File: config.mk
export PLATFORM = sky130hd
export DESIGN_NAME = pll_ce_gen
export DESIGN_NICKNAME = d
export VERILOG_FILES = /design/src/rtl/pll_ce_gen.sv
export SDC_FILE = /design/constraint.sdc
export NUM_CORES = 1
export LEC_CHECK = 0
export BUFFER_PORTS_ARGS = -buffer_cell sky130_fd_sc_hd__buf_2
export CORE_UTILIZATION = 45
export CTS_CLUSTER_SIZE = 28
export DETAILED_ROUTE_END_ITERATION = 6
export PLACE_DENSITY = 0.69
export SETUP_SLACK_MARGIN = 0.4
export SYNTH_ARGS = -nofsm -noshare
export SYNTH_HDL_FRONTEND = slang
export SYNTH_SLANG_ARGS = --single-unit
File: constraint.sdc
create_clock -name refclk -period 5.44 [get_ports refclk]
set_input_delay 0.272 -clock refclk [delete_from_list [all_inputs] [get_ports refclk]]
set_output_delay 0.272 -clock refclk [all_outputs]
set_load 0.005 [all_outputs]
File: src/rtl/pll_ce_gen.sv
// Fractional clock-enable generator: one phase accumulator per channel,
// glitch-free run-time retune, common resync and a configuration-stable lock flag.
module pll_ce_gen #(
    parameter int                      NUM_CH      = 6,
    parameter int                      ACC_W       = 24,
    parameter int                      LOCK_CYCLES = 1024,
    parameter logic [NUM_CH*ACC_W-1:0] INC_INIT    = '0,
    parameter logic [NUM_CH*ACC_W-1:0] PHASE_INIT  = '0,
    parameter int                      CH_W        = (NUM_CH > 1) ? $clog2(NUM_CH) : 1
) (
    input  logic              refclk,
    input  logic              rst,
    input  logic              cfg_valid,
    output logic              cfg_ready,
    input  logic [CH_W-1:0]   cfg_ch,
    input  logic [ACC_W-1:0]  cfg_inc,
    input  logic [ACC_W-1:0]  cfg_phase,
    input  logic              resync,
    output logic [NUM_CH-1:0] ce_out,
    output logic              locked
);

    localparam int CNT_W = $clog2(LOCK_CYCLES + 1);

    logic [ACC_W-1:0] acc     [NUM_CH];
    logic [ACC_W-1:0] inc     [NUM_CH];
    logic [ACC_W-1:0] phase   [NUM_CH];
    logic [ACC_W-1:0] acc_sum [NUM_CH];
    logic [NUM_CH-1:0] carry;

    logic              pend_q;
    logic              pend_bad_q;
    logic [CH_W-1:0]   pend_ch_q;
    logic [ACC_W-1:0]  pend_inc_q;
    logic [CNT_W-1:0]  cnt_q;
    logic [CNT_W-1:0]  cnt_nxt;

    logic              accept;
    logic              ch_ok;
    logic              pend_done;
    logic [NUM_CH-1:0] apply_hit;

    assign accept = cfg_valid & cfg_ready;
    assign ch_ok  = 32'(cfg_ch) < 32'(NUM_CH);

    always_comb begin
        for (int i = 0; i < NUM_CH; i++) begin
            {carry[i], acc_sum[i]} = {1'b0, acc[i]} + {1'b0, inc[i]};
        end
    end

    // A pending increment lands only where the old one wraps, so no short pulse gap.
    always_comb begin
        apply_hit = '0;
        for (int i = 0; i < NUM_CH; i++) begin
            apply_hit[i] = pend_q && !pend_bad_q
                        && (32'(pend_ch_q) == 32'(i))
                        && (resync || carry[i] || inc[i] == '0);
        end
    end

    assign pend_done = pend_q && (pend_bad_q || resync || (|apply_hit));

    always_comb begin
        cnt_nxt = cnt_q;
        if ((accept && ch_ok) || resync) begin
            cnt_nxt = '0;
        end else if (!(pend_q && !pend_bad_q) && cnt_q < CNT_W'(LOCK_CYCLES)) begin
            cnt_nxt = cnt_q + 1'b1;
        end
    end

    always_ff @(posedge refclk) begin
        if (rst) begin
            for (int i = 0; i < NUM_CH; i++) begin
                acc[i]   <= PHASE_INIT[i*ACC_W +: ACC_W];
                inc[i]   <= INC_INIT[i*ACC_W +: ACC_W];
                phase[i] <= PHASE_INIT[i*ACC_W +: ACC_W];
            end
            ce_out     <= '0;
            cfg_ready  <= 1'b1;
            pend_q     <= 1'b0;
            pend_bad_q <= 1'b0;
            pend_ch_q  <= '0;
            pend_inc_q <= '0;
            cnt_q      <= '0;
            locked     <= 1'b0;
        end else begin
            for (int i = 0; i < NUM_CH; i++) begin
                acc[i] <= resync ? phase[i] : acc_sum[i];
                if (apply_hit[i]) begin
                    inc[i] <= pend_inc_q;
                end
                if (accept && ch_ok && 32'(cfg_ch) == 32'(i)) begin
                    phase[i] <= cfg_phase;
                end
            end
            ce_out <= resync ? '0 : carry;

            if (accept) begin
                pend_q     <= 1'b1;
                pend_bad_q <= !ch_ok;
                pend_ch_q  <= cfg_ch;
                pend_inc_q <= cfg_inc;
                cfg_ready  <= 1'b0;
            end else if (pend_done) begin
                pend_q     <= 1'b0;
                pend_bad_q <= 1'b0;
                cfg_ready  <= 1'b1;
            end

            cnt_q  <= cnt_nxt;
            locked <= (cnt_nxt == CNT_W'(LOCK_CYCLES));
        end
    end

endmodule

# Yosys cells after proc, flatten, opt, wreduce, memory -nomap -nowiden
# Memories as Yosys holds them, arrays and structs flattened.
# Cells that the tools add are included.
[totals]
word_cells = 171
mem_bits_rw = 432
reg_bits = 48
memories = 3
inputBits = 55
[classes]
order_cmp = 2
muxes = 70
reduce_logical = 51
bitwise = 19
eq_ne = 11
addsub = 7
[mem_list]
columns = ["name", "depth", "width", "rd", "rd_ports_with_merged_regs", "wr", "line_no", "text"]
rows = [
  ["acc", 6, 24, 6, 0, 6, "25", "logic [ACC_W-1:0] acc [NUM_CH];"],
  ["inc", 6, 24, 6, 0, 6, "26", "logic [ACC_W-1:0] inc [NUM_CH];"],
  ["phase", 6, 24, 6, 0, 6, "27", "logic [ACC_W-1:0] phase [NUM_CH];"],
]
[op_table]
columns = ["cell", "n"]
rows = [
  ["$mux W24", 24],
  ["$add A24 B24 Y25", 6],
  ["$logic_not A24 Y1", 6],
  ["$mux W1", 44],
  ["$logic_and A1 B1 Y1", 22],
  ["$mux W11", 2],
  ["$or A1 B1 Y1", 18],
  ["$logic_or A1 B1 Y1", 15],
  ["$eq A3 B2 Y1 const B", 4],
  ["$eq A3 B3 Y1 const B", 4],
  ["$add A11 B1 Y11 const B", 1],
  ["$eq A11 B11 Y1 const B", 1],
  ["$lt A11 B11 Y1 const B", 1],
  ["$eq A3 B1 Y1 const B", 2],
  ["$logic_not A3 Y1", 2],
  ["$reduce_or A6 Y1", 1],
  ["$logic_not A1 Y1", 3],
  ["$lt A3 B3 Y1 const B", 1],
  ["$reduce_bool A2 Y1", 1],
  ["$reduce_or A2 Y1", 1],
  ["$and A1 B1 Y1", 1],
]

# Depth between registers and ports, before layout
# Gate-level depths: netlist of the first run.
[logic_depth]
depth_word = 9
depth_mapped = 11
mapped_depth_nobuf = 10

# Least setup slack after synthesis of the first run
# OpenSTA, ideal clock, no wires.
[synth_timing]
kind = "flip-flop to flip-flop"
start = "memory inc[2][15]"
end = "memory inc[2][0] (enable)"
t_arrival_ns = 3.543
path_stages_with_launch = 9
setup_time_ns = 0.442
required_ns = 4.998
setup_slack_ns = 1.455
path_cell_list = "edfxtp_1 -> ha_1 -> clkbuf_1 -> nand2_1 -> a21o_1 -> a211o_1 -> a31oi_1 -> nor4_1 -> o31ai_1"
[synth_rtl]
columns = ["item", "line_no"]
rows = [
  ["start, declared", "26"],
]

==> results of run 1 <==
cells in the mapped netlist, types with 8 or more instances:
cell type  count
edfxtp_1     288
and2_1       257
nand2_1      237
dfxtp_1      192
a21oi_1      179
nor2_1       146
ha_1         145
o21ai_0      113
clkbuf_1      86
xnor2_1       81
and3_1        64
a21o_1        59
nand3_1       48
nor4_1        43
inv_1         40
nor3_1        30
mux2i_1       29
xor2_1        29
o21a_1        27
a31oi_1       24
a211oi_1      22
nand4_1       17
or3_1         16
o211ai_1      14
o21bai_1      14
nand2b_1      13
o31ai_1       13
a211o_1       12
or2_2         11
and4_1         8
nand3b_1       8
o31a_1         8
stage by stage:
stage          hold slack (ns)  total power [uW]  setup slack (ns)  utilization  cell area (sq um)
2_1_floorplan           0.4080              4984             1.455            -              24630
3_3_place_gp            0.4229              5323             1.969       0.4771              25730
3_5_place_dp            0.4329              5356             1.841       0.4771              25730
4_1_cts                0.01172              8850             1.806       0.5129              27660
5_1_grt                0.03984              9139             1.503       0.5130              27660
6_report               0.04148              8840             1.760       0.5136              27690
timing repair:
item | CTS | global route
endpoints found under the hold margin | 26 | 0
setup buffers | 0 | 0
hold buffers | 26 | 0
gates resized for setup | 0 | 0
sequential cells by signal, summed over array words and instances, names as in the netlist:
name / flops
cfg_ready: 1
pend_q: 1
pend_inc_q: 24
cnt_q: 11
locked: 1
acc: 144
phase: 144
inc: 144
ce_out: 6
pend_bad_q: 1
pend_ch_q: 3
worst max-delay path, stage by stage (launching register included):
cell and delay, ns:
edfxtp_1 0.43, ha_1 0.28, fa_1 0.43, a211oi_1 0.32, nor2_1 0.12, o31ai_1 0.41
a31oi_1 0.21, nor4_1 0.60, nor4_2 0.23, buf_4 0.23, and2_1 0.16
layer usage:
metal | track usage | routed length [um] | up-vias
met5 | 0 | 27 | -
met4 | 0.1252 | 3438 | 4
met3 | 0.03686 | 6469 | 172
met2 | 0.4080 | 32770 | 816
met1 | 0.3494 | 30140 | 9146
li1 | - | - | 8902
kinds of logic (layout without fill, tap and decap cells):
| kind of cell | Yosys count | count (layout) | share of synthesized area |
|---|---|---|---|
| and+or+nand+nor | 915 | 915 | 0.1930 |
| DFF | 480 | 480 | 0.5071 |
| buffers and inverters | 134 | 249 | 0.02199 |
| AOI/OAI and AO/OA | 566 | 566 | 0.1481 |
| other | 0 | 14 | 0 |
| muxes | 30 | 30 | 0.01224 |
| adders and majority gates | 151 | 151 | 0.07852 |
| xor gates and xnor gates | 110 | 110 | 0.03911 |
layout make-up:
cell class | count | share of cell area
diodes | 14 | 0.001265
clock buffers | 69 | 0.04997
clock inverters | 25 | 0.01030
inverters | 41 | 0.005558
multi-input cells | 1772 | 0.4221
flip-flops and latches | 480 | 0.4511
well taps | 696 | 0.03145
repair buffers | 114 | 0.02828
power by group through the flow:
stage	Sequential, uW	Combinational, uW	Clock [uW]
global route	4200	1240	3700
floorplan	4180	801	0
global placement	4260	1060	0
finish	4200	1130	3510
CTS	4190	1120	3550
detailed placement	4260	1090	0
path summary, 6_finish.rpt:
kind | endpoint | depth (start not counted)
worst max register to register | inc[2][5] | 10
worst min-delay path | pend_bad_q | 3
worst max-delay path | inc[2][5] | 10
worst min register to register | acc[5][9] | 2
==> impl_metrics.toml, run 1 <==
[place]
placed_cells = 3077
dpl.hpwl_um = 47960
finalWeightedCongestion = 0.9587
portBuffers = 62

[setup_path]
worstPathMaxFanout = 13
arrival_ns = 4.05
critical_path_class = "reg2reg"
worst_setup_path_start_kind = "flip-flop"
worst-r2r-setup-slack_ns = 1.76
endpoint_kind = "flip-flop"
cp.required_ns = 5.81
startpoint = "inc[2][0]"
r2r-start = "inc[2][0]"

[global_routing]
grt_usage = 0.2586
antenna_found_initial = 26
grt_max_degree = 83
grt_first_pass_wirelength_um = 108900
grt_pass1_vias = 18320
gr-total-overflow = 0

[clocking]
clkSinkCount = 480
clkTransAtPathRegs_ns = 0.07
cts_buffers = 50
cts_tree = "built"
max-clock-path-buffers = 3
clk_latency_ns = 0.61
root_buffer = "clkbuf_16"
cts_max_level = 2

[timing]
rsz0062_at_grt = "no"
tns_ns = 0
drv_slew = 0
skew_ns = 0.02914
fmax_mhz = 271.7
worstMarginPinSlew_ns = 1.228
slew_headroom = 0.1815
setup_viol_count_final = 0
min_period_ns = 3.680
period_share = 0.6765
hold_viol = 0

[flow_run]
cap_violations = 0

[route]
drc = 0
viasPerCell = 5.930
wl_um = 72850
ant_nets = 0
via_count = 19040
drtPass1Iterations = 5
detail_route.wl_per_cell_um = 22.69
dr.first_iter.drc_count = 1981

[power_and_ir_drop]
powerDensity_nw_per_um2 = 319.2
clkPwrFrac = 0.397
peakVddDrop_mv = 0.2762
intPower_uw = 6506
switching_share = 0.2640
p_sw_uw = 2334
p_comb_frac = 0.128
power.leakage_uw = 0.01150
seqPwrFrac = 0.475

[layout]
layout-drive-gt1-share = 0.08277
multiInputGateArea_sq_um = 11690
final_nets = 2665
final_cell_mix = "edfxtp_1 (288), and2_1 (257), nand2_1 (236)"
layout_commonest_cell = "edfxtp_1"
nFillCells = 4678
seq_area_sq_um = 12490
syn_to_final_growth_pct = 12.41
finalNonFillerCells = 3211

[floorplan]
core.rowCount = 85
coreArea_sq_um = 53920
ios = 63
die_y_um = 236.0
die_area_sq_um = 55680
dieWidth_um = 236.0
start_util = 0.4569

[synthesis]
synth-seq-area-share = 0.5071
synthDistinctLibCells = 79
syn-num-nets = 2592
syn_inst = 2386
syn_area_sq_um = 24630
yosysTopAreaCellShare = 0.3511
syn_area_per_cell_sq_um = 10.32
synth_edf_count = 288
yosysWarnings = 0
synth_ff_type = "edfxtp_1"
yosys.area.top_type = "edfxtp_1"
synth_area_leaders = "edfxtp_1 (35%), dfxtp_1 (16%), ha_1 (7.4%), and2_1 (6.5%), a21oi_1 (3.6%)"
ys_async_sr_fraction = 0
ys_ff_latch = 480

[status]
status = "complete, no violations"

[worst_hold_path]
hold_start = "cfg_ch[2]"
hp-class = "in2reg"
No activity file was read; power rests on OpenSTA's default activity.
==> run 2: changes to the inputs <==
- clock period: 5.44 -> 3.75 ns (I/O delays scaled with it)
==> run 2 against run 1 <==
Critical path depth did not move. Hold slack got worse by 0.00088 ns. First-iteration DRC count down 5.5%. Fmax rose by 7.5%. Clock skew fell by 0.013 ns. Global-route usage is 0.63 points higher. Flip-flop and latch count stayed put. Cell area increased by 2.2%. Highest routed layer is now met4.
==> impl_metrics.toml, run 2 (same netlist as run 1, synthesis figures left out) <==
[status]
status = "complete, no violations"

[layout]
biggestRegsByFlops = "acc x144, inc x144, phase x144"
layout_commonest_cell = "edfxtp_1"
layout-drive-gt1-share = 0.1066
final_nets = 2704
nFillCells = 4642
fin_area_sq_um = 28290
final_cell_mix = "edfxtp_1 (288), and2_1 (257), nand2_1 (236)"
syn_to_final_growth_pct = 14.84

[timing]
setup_viol_count_final = 0
min_period_ns = 3.424
rsz0062_at_grt = "yes"
hold_viol = 0
period_share = 0.9132
drv_slew = 0
slew_headroom = 0.3486
fmax_mhz = 292.0
hold_slack_ns = 0.04060
skew_ns = 0.01643
tns_ns = 0
worstMarginPinSlew_ns = 0.9758

[setup_path]
crit_chain = "ha_2 > fa_2 > a211o_1 > a2111o_1 > a31oi_4 > a211oi_4 > nor4b_4 > o211ai_1 > or4_4 > a311o_1"
critical_path.slowest_cell = "a2111o_1"
worst_setup_path_start_kind = "flip-flop"
cp.required_ns = 4.25
endpoint_kind = "flip-flop"
arrival_ns = 3.93
slowest_delay_ns = 0.47
critical_path_class = "reg2reg"
worstPathMaxFanout = 3

[global_routing]
grt_max_degree = 52
grt_first_pass_wirelength_um = 111200
gr-total-overflow = 0
grt_usage = 0.2649
grt_pass1_vias = 18760
antenna_found_initial = 22

[floorplan]
coreArea_sq_um = 53920
die_y_um = 236.0
start_util = 0.4569
dieWidth_um = 236.0
core.rowCount = 85
ios = 63
die_area_sq_um = 55680

[place]
dpl_cell_area_sq_um = 25870
finalWeightedCongestion = 0.9573
portBuffers = 62
dpl.hpwl_um = 48730

[route]
dr.first_iter.drc_count = 1873
ant_nets = 0
wl_um = 74400
viasPerCell = 5.946
detail_route.wl_per_cell_um = 22.90
drc = 0
drtPass1Iterations = 5
via_count = 19320

[clocking]
cts_max_level = 2
clkSinkCount = 480
max-clock-path-buffers = 3
cts_tree = "built"
clkTransAtPathRegs_ns = 0.06
root_buffer = "clkbuf_16"
cts_buffers = 53
clk_latency_ns = 0.62

[worst_hold_path]
hp-class = "in2reg"

[power_and_ir_drop]
peakVddDrop_mv = 0.3766
powerDensity_nw_per_um2 = 475.5
power.leakage_uw = 0.01180

[flow_run]
cap_violations = 0
==> run 2: changes by cell type in the layout (fill, tap and decap cells not counted), moves of 3 or more <==
cell           change
clkinv_2           +6
clkbuf_16          +4
dlygate4sd3_1      +4
clkbuf_1           -8
buf_4             +32
nor3_1             -3
clkinv_1           -3
diode_2            -4
a211oi_1           -3
bufinv_16          +4
nor3_2             +3
==> run 2: final timing paths <==
check               endpoint  slack (ns)    startpoint  depth (start not counted)
hold / removal     acc[4][2]        0.04        resync                          3
setup reg to reg   cfg_ready        0.33     inc[5][0]                         10
hold reg to reg   acc[0][21]        0.44  phase[0][21]                          2
setup / recovery   cfg_ready        0.33     inc[5][0]                         10
==> run 2: cell type report <==
cell class | instances | area (sq um) | share of cell area
diodes | 10 | 25.02 | 0.0008846
repair buffers | 150 | 1064 | 0.03759
flip-flops and latches | 480 | 12490 | 0.4416
well taps | 696 | 870.8 | 0.03078
inverters | 41 | 153.9 | 0.005440
clock buffers | 67 | 1481 | 0.05237
clock inverters | 33 | 420.4 | 0.01486
multi-input cells | 1772 | 11780 | 0.4165
==> run 2: repair_timing <==
item                                    CTS  global route
hold buffers                             30             0
endpoints found under the setup margin   85           196
resized for setup                         5            19
pin swaps                                 2             6
gates cloned                              0             1
buffers inserted                          3             8
endpoints found under the hold margin    31             0
==> run 2: per-stage QoR <==
stage / util / power, uW / instances / setup slack, ns
2_1_floorplan: - / 7231 / 2386 / 0.4768
3_3_place_gp: 0.4798 / 7740 / 3097 / 0.2586
3_5_place_dp: 0.4798 / 7787 / 3097 / 0.1857
4_1_cts: 0.5214 / 13460 / 3230 / 0.2919
5_1_grt: 0.5242 / 13900 / 3240 / 0.2520
6_report: 0.5247 / 13450 / 3249 / 0.3257
==> run 2: report_power, final <==
group | internal, uW | switching [uW] | leakage [uW]
combinational | 653 | 1030 | 0.00628
clock | 3430 | 2260 | 0.000932
sequential | 5870 | 216 | 0.00458
total | 9950 | 3510 | 0.0118
==> run 2: worst max-delay path, delay by kind of cell, from the launching register on <==
family	cells	cell delay, ns
adders and majority gates	2	0.56
AOI/OAI and AO/OA	6	1.63
DFF	1	0.41
and+or+nand+nor	2	0.73
==> run 2: layer usage <==
| metal | part of all wire | track usage |
|---|---|---|
| met2 | 0.46 | 0.4298 |
| met3 | 0.087 | 0.04307 |
| met4 | 0.046 | 0.1309 |
| met1 | 0.41 | 0.3432 |
| met5 | 0 | 0 |
==> run 3: changes to the inputs <==
- CORE_UTILIZATION: 45 -> 46
- PLACE_DENSITY: 0.69 -> 0.7
- clock period: 3.75 -> 3.7 ns (I/O delays scaled with it)
==> run 3 against run 2 <==
The run now ends with DRC left. Flip-flop and latch count unchanged. Total power is 0.65% higher. First-iteration DRC count is 2.7% higher. Sequential power is 1% higher. Worst setup slack worse by 0.067 ns. Final cell count fell by 0.46%. Die area shrank 2.2%. Critical path type unchanged. Largest power group unchanged.
==> impl_metrics.toml, run 3 (same netlist as run 1, synthesis figures left out) <==
[status]
status = "finished with violations"
violations = "DRC"

[layout]
layout-drive-gt1-share = 0.1042
syn_to_final_growth_pct = 14.53
final_cell_mix = "edfxtp_1 (288), and2_1 (257), nand2_1 (236)"
biggestRegsByFlops = "acc x144, inc x144, phase x144"
final_nets = 2698
layout_commonest_cell = "edfxtp_1"
nFillCells = 4545

[floorplan]
start_util = 0.4669
coreArea_sq_um = 52760
die_y_um = 233.4
die_area_sq_um = 54480
core.rowCount = 84
dieWidth_um = 233.4
ios = 63

[setup_path]
path_buf_inv = 0
arrival_ns = 3.93
critical_path_class = "reg2reg"
endpoint_kind = "flip-flop"
slowest_delay_ns = 0.48
crit_family = "compound AO/OA/AOI/OAI gates"
worst_setup_path_start_kind = "flip-flop"
crit_chain = "ha_2 > fa_2 > a211o_1 > a2111o_1 > a31oi_4 > a211oi_4 > nor4b_4 > o211ai_1 > or4_4 > a311o_1"
cp.required_ns = 4.19
worstPathMaxFanout = 3
critical_path.slowest_cell = "a2111o_1"

[route]
detail_route.wl_per_cell_um = 22.86
viasPerCell = 5.998
wl_um = 73940
drc = 12
via_count = 19400
dr.first_iter.drc_count = 1923
ant_nets = 0
drtPass1Iterations = 7

[clocking]
max-clock-path-buffers = 3
clkSinkCount = 480
clkTransAtPathRegs_ns = 0.06
cts_tree = "built"
cts_buffers = 50
root_buffer = "clkbuf_16"
cts_max_level = 2
clk_latency_ns = 0.60

[place]
finalWeightedCongestion = 0.9658
dpl.hpwl_um = 48320
portBuffers = 62

[timing]
min_period_ns = 3.442
hold_slack_ns = 0.03920
hold_viol = 0
worstMarginPinSlew_ns = 0.9257
setup_viol_count_final = 0
tns_ns = 0
fmax_mhz = 290.6
drv_slew = 0
period_share = 0.9302
skew_ns = 0.01141
slew_headroom = 0.3763
rsz0062_at_grt = "yes"

[global_routing]
grt_usage = 0.2730
gr-total-overflow = 0
grt_first_pass_wirelength_um = 110500
grt_max_degree = 63
grt_pass1_vias = 18570
antenna_found_initial = 21

[power_and_ir_drop]
power.leakage_uw = 0.01177
powerDensity_nw_per_um2 = 479.9
peakVddDrop_mv = 0.3357

[flow_run]
cap_violations = 0

[worst_hold_path]
hp-class = "in2reg"
## run 3: cell types whose count changed in the layout (fill, tap and decap cells not counted), sizes merged
cell         before  now
buf             120  118
dlygate4sd3      30   29
bufinv            9   12
clkbuf           67   59
clkinvlp          4    2
diode            10   13
## run 3: final cells by class
type / instances / area, sq um / area share
clock inverter: 34 / 491.7 / 0.01743
antenna: 13 / 32.53 / 0.001153
sequential: 480 / 12490 / 0.4427
timing repair buffer: 147 / 1046 / 0.03707
multi-input combinational: 1772 / 11790 / 0.4179
tap: 688 / 860.8 / 0.03051
clock buffer: 59 / 1346 / 0.04772
inverter: 41 / 153.9 / 0.005455
## run 3: final timing paths
path	startpoint	end	slack [ns]	cells past startpoint
max	inc[5][0]	cfg_ready	0.26	10
max reg2reg	inc[5][0]	cfg_ready	0.26	10
min reg2reg	phase[3][22]	acc[3][22]	0.45	2
min	cfg_phase[0]	phase[3][0]	0.04	2
## run 3: routing by layer
| metal | wire [um] | track usage | up-vias | share of wire |
|---|---|---|---|---|
| met2 | 32700 | 0.4174 | 891 | 0.44 |
| met5 | 21 | 0 | - | 0.00028 |
| li1 | - | - | 8968 | - |
| met4 | 4358 | 0.1692 | 4 | 0.059 |
| met3 | 6761 | 0.04224 | 183 | 0.091 |
| met1 | 30100 | 0.3629 | 9351 | 0.41 |
## run 3: what timing repair did
| action | CTS | global route |
|---|---|---|
| endpoints found under the hold margin | 31 | 1 |
| hold buffers | 28 | 1 |
| endpoints found under the setup margin | 114 | 219 |
| resized for setup | 6 | 31 |
| cloned | 0 | 2 |
| buffers inserted | 1 | 5 |
| pin swaps | 2 | 10 |
## run 3: worst reg2reg max path, delay by kind of cell (launching register included)
kind | cells | cell delay (ns)
compound gates | 6 | 1.64
simple gates | 2 | 0.73
fa+ha+maj | 2 | 0.57
flops | 1 | 0.39
## run 3: metrics by stage
step           instances  worst slack [ns]  area (sq um)  total power, uW    util
4_1_cts             3213            0.1476         28020            13550  0.5311
3_3_place_gp        3091            0.1817         25870             7852  0.4904
5_1_grt             3223            0.1401         28190            13970  0.5342
6_report            3234            0.2583         28210            13540  0.5348
2_1_floorplan       2386            0.4268         24640             7328       -
3_5_place_dp        3091            0.1076         25870             7891  0.4904
## run 3: power by group
part	switching (uW)	internal, uW	total (uW)	leakage, uW
combinational	1050	659	1710	0.00628
sequential	219	5940	6160	0.00458
clock	2230	3450	5670	0.000907
